<file path="config.mk">
export PLATFORM = sky130hd
export DESIGN_NAME = abc_mul_n_flat
export DESIGN_NICKNAME = d
export VERILOG_FILES = /design/src/rtl/abc_mul_n_pkg.sv /design/src/rtl/abc_mul_n_if.sv /design/src/rtl/abc_mul_n_add.sv /design/src/rtl/abc_mul_n.sv /design/src/flat_wrapper.sv
export SDC_FILE = /design/constraint.sdc
export NUM_CORES = 1
export LEC_CHECK = 0
export ABC_AREA = 1
export CORE_MARGIN = 1.5
export CORE_UTILIZATION = 60
export DETAILED_ROUTE_END_ITERATION = 16
export PLACE_DENSITY = 0.95
export SYNTH_ARGS = -nofsm -noshare
export SYNTH_HDL_FRONTEND = slang
export SYNTH_SLANG_ARGS = --single-unit
</file>
<file path="constraint.sdc">
create_clock -name clock -period 2.8 [get_ports clock]
set_clock_uncertainty 0.15 [all_clocks]
set_input_delay 0.56 -clock clock [delete_from_list [all_inputs] [get_ports clock]]
set_output_delay 0.56 -clock clock [all_outputs]
set_load 0.05 [all_outputs]
</file>
<file path="src/rtl/abc_mul_n_pkg.sv">
// Shared types for the abc_mul_n shift-add multiplier.
// Holds the 3-bit FSM state encoding and the counter width helper clog2().
package abc_mul_n_pkg;

    typedef enum logic [2:0] {
        S_IDLE    = 3'd0,
        S_REL_IN  = 3'd1,
        S_MUL     = 3'd2,
        S_FIX     = 3'd3,
        S_OUT     = 3'd4,
        S_REL_OUT = 3'd5
    } state_t;

    // Bits needed to hold 0..n-1, never less than 1.
    function automatic int clog2(input int n);
        int r;
        r = 0;
        for (int v = n - 1; v > 0; v = v >> 1) begin
            r++;
        end
        return (r < 1) ? 1 : r;
    endfunction

endpackage

</file>
<file path="src/rtl/abc_mul_n_if.sv">
// Handshake bus of abc_mul_n: two operand producers, one result consumer.
// Ports: dav1_/dav2_/x/y/sgn/rfd3 from the environment; rfd1/rfd2/m/dav3_ from the multiplier.
interface abc_mul_n_if #(parameter int N = 8);

    logic           dav1_;
    logic           dav2_;
    logic           rfd1;
    logic           rfd2;
    logic [N-1:0]   x;
    logic [N-1:0]   y;
    logic           sgn;
    logic [2*N-1:0] m;
    logic           dav3_;
    logic           rfd3;

    modport master (
        output dav1_, dav2_, x, y, sgn, rfd3,
        input  rfd1, rfd2, m, dav3_
    );

    modport slave (
        input  dav1_, dav2_, x, y, sgn, rfd3,
        output rfd1, rfd2, m, dav3_
    );

endinterface

</file>
<file path="src/rtl/abc_mul_n_add.sv">
// N-bit combinational adder used for one shift-add step.
// Ports: a, b operands; s sum; co carry-out.
module abc_mul_n_add #(parameter int N = 8) (
    input  logic [N-1:0] a,
    input  logic [N-1:0] b,
    output logic [N-1:0] s,
    output logic         co
);

    assign {co, s} = {1'b0, a} + {1'b0, b};

endmodule

</file>
<file path="src/rtl/abc_mul_n.sv">
// Sequential N-bit shift-add multiplier with optional sign handling.
// Ports: clock, reset_ (async, active low), bus (slave side of abc_mul_n_if).
module abc_mul_n
    import abc_mul_n_pkg::*;
#(
    parameter int N         = 8,
    parameter bit SIGNED_EN = 1'b1
) (
    input  logic       clock,
    input  logic       reset_,
    abc_mul_n_if.slave bus
);

    localparam int CW = clog2(N);
    localparam logic [N-1:0]   ONE_N  = N'(1);
    localparam logic [2*N-1:0] ONE_2N = (2*N)'(1);
    localparam logic [CW-1:0]  ONE_C  = CW'(1);
    localparam logic [CW-1:0]  LOAD_C = CW'(N - 1);

    state_t         state;
    state_t         state_nx;
    logic [CW-1:0]  cnt;
    logic [2*N-1:0] acc;
    logic [N-1:0]   mcand;
    logic [N-1:0]   mplier;
    logic           sgn_q;
    logic           neg;
    logic [2*N-1:0] m_q;
    logic           rfd;
    logic           dav3_o;

    logic           sgn_eff;
    logic [N-1:0]   x_mag;
    logic [N-1:0]   y_mag;
    logic [N-1:0]   addend;
    logic [N-1:0]   sum;
    logic           co;

    // Magnitudes fit in N unsigned bits, including -2^(N-1).
    assign sgn_eff = SIGNED_EN && bus.sgn;
    assign x_mag   = (sgn_eff && bus.x[N-1]) ? (~bus.x + ONE_N) : bus.x;
    assign y_mag   = (sgn_eff && bus.y[N-1]) ? (~bus.y + ONE_N) : bus.y;
    assign addend  = mplier[0] ? mcand : '0;

    abc_mul_n_add #(.N(N)) u_add (
        .a  (acc[2*N-1:N]),
        .b  (addend),
        .s  (sum),
        .co (co)
    );

    always_ff @(posedge clock or negedge reset_) begin
        if (!reset_) state <= S_IDLE;
        else         state <= state_nx;
    end

    always_comb begin
        state_nx = state;
        unique case (state)
            S_IDLE:    if (!bus.dav1_ && !bus.dav2_) state_nx = S_REL_IN;
            S_REL_IN:  if (bus.dav1_ && bus.dav2_)   state_nx = S_MUL;
            S_MUL:     if (cnt == '0)                state_nx = S_FIX;
            S_FIX:                                   state_nx = S_OUT;
            S_OUT:     if (!bus.rfd3)                state_nx = S_REL_OUT;
            S_REL_OUT: if (bus.rfd3)                 state_nx = S_IDLE;
            default:                                 state_nx = S_IDLE;
        endcase
    end

    always_comb begin
        rfd    = (state == S_IDLE);
        dav3_o = (state != S_OUT);
    end

    always_ff @(posedge clock or negedge reset_) begin
        if (!reset_) begin
            cnt    <= '0;
            acc    <= '0;
            mcand  <= '0;
            mplier <= '0;
            sgn_q  <= 1'b0;
            neg    <= 1'b0;
            m_q    <= '0;
        end else begin
            case (state)
                S_IDLE: begin
                    if (!bus.dav1_ && !bus.dav2_) begin
                        mcand  <= x_mag;
                        mplier <= y_mag;
                        sgn_q  <= sgn_eff;
                        neg    <= bus.x[N-1] ^ bus.y[N-1];
                    end
                end
                S_REL_IN: begin
                    if (bus.dav1_ && bus.dav2_) begin
                        cnt <= LOAD_C;
                        acc <= '0;
                    end
                end
                S_MUL: begin
                    // Carry becomes the new MSB as the accumulator shifts right.
                    acc    <= {co, sum, acc[N-1:1]};
                    mplier <= mplier >> 1;
                    if (cnt != '0) cnt <= cnt - ONE_C;
                end
                S_FIX: begin
                    m_q <= (sgn_q && neg) ? (~acc + ONE_2N) : acc;
                end
                default: ;
            endcase
        end
    end

    assign bus.rfd1  = rfd;
    assign bus.rfd2  = rfd;
    assign bus.dav3_ = dav3_o;
    assign bus.m     = m_q;

endmodule

</file>
<file path="src/flat_wrapper.sv">
// flat-port wrapper written by rule: the top's interface ports become plain ports
module abc_mul_n_flat import abc_mul_n_pkg::*;
#(
    parameter int N         = 8,
    parameter bit SIGNED_EN = 1'b1
)
  (clock, reset_, bus_dav1_, bus_dav2_, bus_x, bus_y, bus_sgn, bus_rfd3, bus_rfd1, bus_rfd2, bus_m, bus_dav3_);
  abc_mul_n_if #(.N(N)) bus_i ();
  input  logic clock;
  input  logic reset_;
  input wire logic [$bits(bus_i.dav1_)-1:0] bus_dav1_;
  input wire logic [$bits(bus_i.dav2_)-1:0] bus_dav2_;
  input wire logic [$bits(bus_i.x)-1:0] bus_x;
  input wire logic [$bits(bus_i.y)-1:0] bus_y;
  input wire logic [$bits(bus_i.sgn)-1:0] bus_sgn;
  input wire logic [$bits(bus_i.rfd3)-1:0] bus_rfd3;
  output wire logic [$bits(bus_i.rfd1)-1:0] bus_rfd1;
  output wire logic [$bits(bus_i.rfd2)-1:0] bus_rfd2;
  output wire logic [$bits(bus_i.m)-1:0] bus_m;
  output wire logic [$bits(bus_i.dav3_)-1:0] bus_dav3_;
  assign bus_i.dav1_ = bus_dav1_;
  assign bus_i.dav2_ = bus_dav2_;
  assign bus_i.x = bus_x;
  assign bus_i.y = bus_y;
  assign bus_i.sgn = bus_sgn;
  assign bus_i.rfd3 = bus_rfd3;
  assign bus_rfd1 = bus_i.rfd1;
  assign bus_rfd2 = bus_i.rfd2;
  assign bus_m = bus_i.m;
  assign bus_dav3_ = bus_i.dav3_;
  abc_mul_n #(.N(N), .SIGNED_EN(SIGNED_EN)) u_core (.clock(clock), .reset_(reset_), .bus(bus_i));
endmodule
</file>
# ---- Word level (Yosys, flattened, before mapping)
# Cells that the tools add are included.
dict set report classes {
  addsub 5
  mul 0
  div_mod_pow 0
  order_cmp 0
  n_eq_ne 12
  shift 0
  n_mux 17
  n_bitwise 4
  reduce_logical 17
}
# operator count
set ops {}
lappend ops {{2-to-1 mux 16 bit} 2}
lappend ops {{2-to-1 mux 8 bit} 4}
lappend ops {{case mux 16 bit (2 select lines)} 1}
lappend ops {{2-to-1 mux 3 bit} 7}
lappend ops {{case mux 3 bit (6 select lines)} 1}
lappend ops {{adder 16 x 1 -> 16 bit (second input constant)} 1}
lappend ops {{adder 8 x 1 -> 8 bit (second input constant)} 2}
lappend ops {{NOT 16 bit} 1}
lappend ops {{NOT 8 bit} 2}
lappend ops {{case mux 8 bit (2 select lines)} 1}
lappend ops {{adder 8 x 8 -> 9 bit} 1}
lappend ops {{inequality test 2 x 1 -> 1 bit (second input constant)} 4}
lappend ops {{equality test 3 x 2 -> 1 bit (second input constant)} 2}
lappend ops {{equality test 3 bit (second input constant)} 2}
lappend ops {{zero test 3 bit} 2}
lappend ops {{case mux 3 bit (2 select lines)} 1}
lappend ops {{AND reduction 2 bit} 3}
lappend ops {{logical AND 1 bit} 5}
lappend ops {{AND reduction 5 bit} 1}
lappend ops {{inequality test 2 bit (second input constant)} 2}
lappend ops {{nonzero test 2 bit} 2}
lappend ops {{equality test 3 x 1 -> 1 bit (second input constant)} 1}
lappend ops {{inequality test 3 bit (second input constant)} 1}
lappend ops {{AND reduction 3 bit} 1}
lappend ops {{other kinds (4)} 5}
dict set report word_totals {
  ff_bits 56
  latch_bits 0
  ramBits 0
  mem_bits_ro 0
  inputBits 22
  out_inout_bits 19
  elab_cells 63
  n_memories 0
}

# ---- Logic depth before layout (Yosys ltp)
dict set report depth {
  depth_word 5
  mapped_depth 12
  depth_no_buf 11
}

# ---- Modules after synthesis
# A second synthesis with hierarchy kept.
dict set report hier_totals {
  hier_cells 446
  hier_area_um2 3378.2
}
# mod instances cells_per_inst area_per_inst_um2 seq_area_each_um2
set by_module_without_submodules {}
lappend by_module_without_submodules {abc_mul_n 1 387 3001.6 1401.3}
lappend by_module_without_submodules {abc_mul_n_add 1 59 376.6 0.0}

# ---- Worst setup path after synthesis
# No wires, ideal clock.
dict set report synth_path {
  path_kind {reg2reg}
  from {register u_core.mplier[0]}
  to {register u_core.acc[15]}
  setup_time_ns 0.123
  arrival_time_ns 1.654
  required_time_ns 2.527
  path_slack_ns 0.873
  path_stages_with_launch 12
  path_buffers 1
  period_less_slack_ns 1.927
  cell_sequence {dfrtp_1 clkbuf_1 nand2_1 inv_1 ha_1 fa_1 nand3_1 nand2_1 nand3_1 nor2_1 o21ai_0 nand2_1}
}
dict set report synth_between {
  elab_chain_len 3
}
# item line_no
set synth_rtl {}
lappend synth_rtl {{start, declared} abc_mul_n.sv:25} ;# logic [N-1:0] mplier;
lappend synth_rtl {{start signal, assigned} abc_mul_n.sv:89} ;# mplier <= y_mag;
lappend synth_rtl {{start signal, assigned} abc_mul_n.sv:103} ;# mplier <= mplier >> 1;
lappend synth_rtl {{2-to-1 mux 8 bit} abc_mul_n.sv:43} ;# assign addend = mplier[0] ? mcand : '0;
lappend synth_rtl {{adder 8 x 8 -> 9 bit} abc_mul_n_add.sv:10} ;# assign {co, s} = {1'b0, a} + {1'b0, b};
lappend synth_rtl {{case mux 16 bit (2 select lines)} abc_mul_n.sv:85} ;# case (state)
lappend synth_rtl {{end signal, assigned} abc_mul_n.sv:102} ;# acc <= {co, sum, acc[N-1:1]};
lappend synth_rtl {{end, declared} abc_mul_n.sv:23} ;# logic [2*N-1:0] acc;
# No other way between the ends.
# A chain may end at the register's enable or synchronous reset.

# ---- Worst setup path after layout
dict set report layout_path {
  from {register u_core.state[0]}
  to {output port bus_rfd2}
}
dict set report layout_between {
  elab_chain_len 1
}
# item line_no
set layout_rtl {}
lappend layout_rtl {{start, declared} abc_mul_n.sv:20} ;# state_t state;
lappend layout_rtl {{start signal, assigned} abc_mul_n.sv:54} ;# else state <= state_nx;
lappend layout_rtl {{zero test 3 bit} abc_mul_n.sv:71} ;# rfd = (state == S_IDLE);
lappend layout_rtl {{end, declared} flat_wrapper.sv:18} ;# output wire logic [$bits(bus_i.rfd2)-1:0] bus_rfd2;
# No other way between the ends.

==> run summary <==
syn nets -> 500
number of synthesized register bits -> 56
crit end category -> primary output
clk buf depth -> 2
CTS buffer count -> 5
WP data arrival -> 1910 ps
HPWL after DPL -> 5.15 mm
max-slew violations -> 0
Synth cell types -> 34
Post-synth EDFFs -> 0
total track usage -> 24.4%
Initial Util -> 62.5%
die area -> 6240 um2
power per cell area -> 1110 nW/um2
layout overhead on the synthesized area -> 14.7%
first-pass GRT wire length -> 12.3 mm
Slew @ Worst Pin -> 663 ps
Yosys top cell area share -> 40.5%
CTS clock-pin slew for the worst setup and hold paths -> 100 ps
core area -> 5540 um2
worst-path fanout max -> 4
Avg Cell Area, Syn -> 7.46 um2
Max Clk Rate -> 382 MHz
unrepaired setup endpoints after global routing -> no
overflow left after global routing -> 0
Routed Antenna Nets -> 0
FILL cells -> 445
Sw Share -> 50.5%
status -> finished clean
die span in x -> 79.0 um
final setup fails -> 0
predominant post-synthesis flop cell -> dfrtp_1
DR DRC count -> 0
synthesized area -> 3460 um2
hold buffer count at CTS -> 0
latest clock arrival within the worst-skew pair -> 310 ps
Post-synth ARST share -> 100%
final net count -> 537
logic gate share of total power -> 58.1%
num ports -> 41
Pre-antenna DRT Iters -> 6
Crit Path Class -> reg2out
antenna cells -> 0
drt wl/cell -> 11.8 um
total power -> 4.42 mW
post-synth top area cell -> dfrtp_1
sequential fraction of design power -> 31.3%
crit share post-route -> 93.5%
CP required -> 2090 ps
Int Power -> 2.19 mW
Syn. warnings -> 0
Setup crit start kind -> register
vias in the first global route -> 2969
FF-to-FF path depth -> 10
clock sinks -> 56
initial DRC count -> 122
Min-Delay Path Class -> in2async
share of cells above drive strength 1 -> 7.37%
htree depth -> 2
Vias per Instance -> 5.35
buffer count from post-CTS setup fixing -> 0
final WL -> 6.77 mm
Cells after Synth -> 464
top cells by area, synth -> dfrtp_1 (40%), nand2_1 (17%), nand3_1 (6.6%), inv_1 (6.2%), ha_1 (4.7%)
register area share after synthesis -> 40.5%
NetSw -> 2.24 mW
IO buf count -> 40
largest net degree at the start of global routing -> 57
MaxCap Viol Count -> 0
Final GP Congestion -> 0.899
Max VDD drop -> 635 uV
CTS tree -> built
Sum Neg Setup Slack -> 0 ps
count leader, synth -> nand2_1
CTS root buf -> clkbuf_8
final hold violations -> 0
number of antenna violations at the first check in global routing -> 0
Leakage -> 2.13 nW
post-cts sizing count -> 0
Tmin final -> 2620 ps
die height -> 79.0 um
row count -> 27
synth cell count leaders -> nand2_1 (155), inv_1 (57), dfrtp_1 (56), nand3_1 (46), nor2_1 (29)
routed vias -> 3071
Clock power frac -> 10.6%
Rel. slew slack -> 55.8%
power by group through the flow:
stage / combinational [mW] / sequential [mW] / clock (mW)
after floorplan: 1.71 / 1.64 / 0
after global placement: 2.43 / 1.38 / 0
after detailed placement: 2.55 / 1.40 / 0
after CTS: 2.56 / 1.38 / 0.476
after global routing: 2.88 / 1.43 / 0.512
final: 2.57 / 1.38 / 0.468
stage by stage:
stage / hold WS, ps / setup slack (ps) / std cells / utilization, % / area, um2
after floorplan: 114 / 873 / 464 / - / 3460
after global placement: 312 / 558 / 566 / 70.0 / 3880
after detailed placement: 316 / 534 / 566 / 70.0 / 3880
after CTS: 232 / 173 / 574 / 71.7 / 3970
after global routing: 245 / 110 / 574 / 71.7 / 3970
final: 211 / 181 / 574 / 71.7 / 3970
routing by layer:
metal  routed length, um  share of wire, %  up-vias  GRT usage (%)
met5                   0                 0        -              0
met4                 148               2.2        0           9.12
met2                3370                50       93           44.5
met1                2970                44     1406           28.4
li1                    -                 -     1554              -
met3                 287               4.2       18           4.14
cell families after synthesis:
logic type | share of synthesized area (%)
AND/OR/NAND/NOR | 30.9
XOR/XNOR | 2.78
adder cells (fa/ha/maj) | 5.27
AO/OA/AOI/OAI | 11.1
flip-flops | 40.5
buffers and inverters | 9.43
final cells by class:
type,count,area (um2),share of cell area [%]
well taps,72,90.1,2.27
clock inverters,2,13.8,0.346
flip-flops and latches,56,1400,35.3
repair buffers,42,410,10.3
multi-input cells,335,1740,43.7
inverters,61,239,6.02
clock buffers,6,82.6,2.08
path summary, 6_finish.rpt:
check / start / slack, ps / endpoint
worst max register to register: u_core.mplier[0] / 750 / u_core.acc[15]
worst max-delay path: u_core.state[0] / 180 / bus_rfd2
worst min-delay path: reset_ / 210 / u_core.bus.m[2]
worst min register to register: u_core.bus.m[14] / 340 / u_core.bus.m[14]
min in group clock: u_core.bus.m[14] / 340 / u_core.bus.m[14]
max in group asynchronous: reset_ / 1850 / u_core.mcand[3]
critical path, stage by stage (launching register included):
cell	delay, ps
dfrtp_1	440
inv_2	110
nand2_2	70
nor2_4	130
clkdlybuf4s50_1	820
registers in the layout, indices dropped and copies added, names as in the netlist:
signal / cells
u_core.mcand: 8
u_core.state: 3
u_core.cnt: 3
u_core.neg: 1
u_core.acc: 16
u_core.bus.m: 16
u_core.sgn_q: 1
u_core.mplier: 8
cell usage in the layout, fill, tap and decap left out, types with 3 or more instances in the layout:
| cell type | synthesis | layout |
|---|---|---|
| a21boi_2 | 3 | 3 |
| a21oi_1 | 14 | 14 |
| clkbuf_8 | 0 | 6 |
| clkdlybuf4s50_1 | 0 | 39 |
| dfrtp_1 | 56 | 56 |
| ha_1 | 13 | 13 |
| inv_1 | 57 | 57 |
| nand2_1 | 155 | 155 |
| nand2_2 | 3 | 3 |
| nand2_4 | 4 | 4 |
| nand3_1 | 46 | 46 |
| nor2_1 | 29 | 29 |
| o211ai_2 | 3 | 3 |
| o21ai_0 | 20 | 20 |
| o21ai_1 | 11 | 11 |
| o22ai_1 | 8 | 8 |
| xnor2_1 | 3 | 3 |
| xor2_1 | 8 | 8 |
Note: power is estimated with default switching activity, not from simulation.
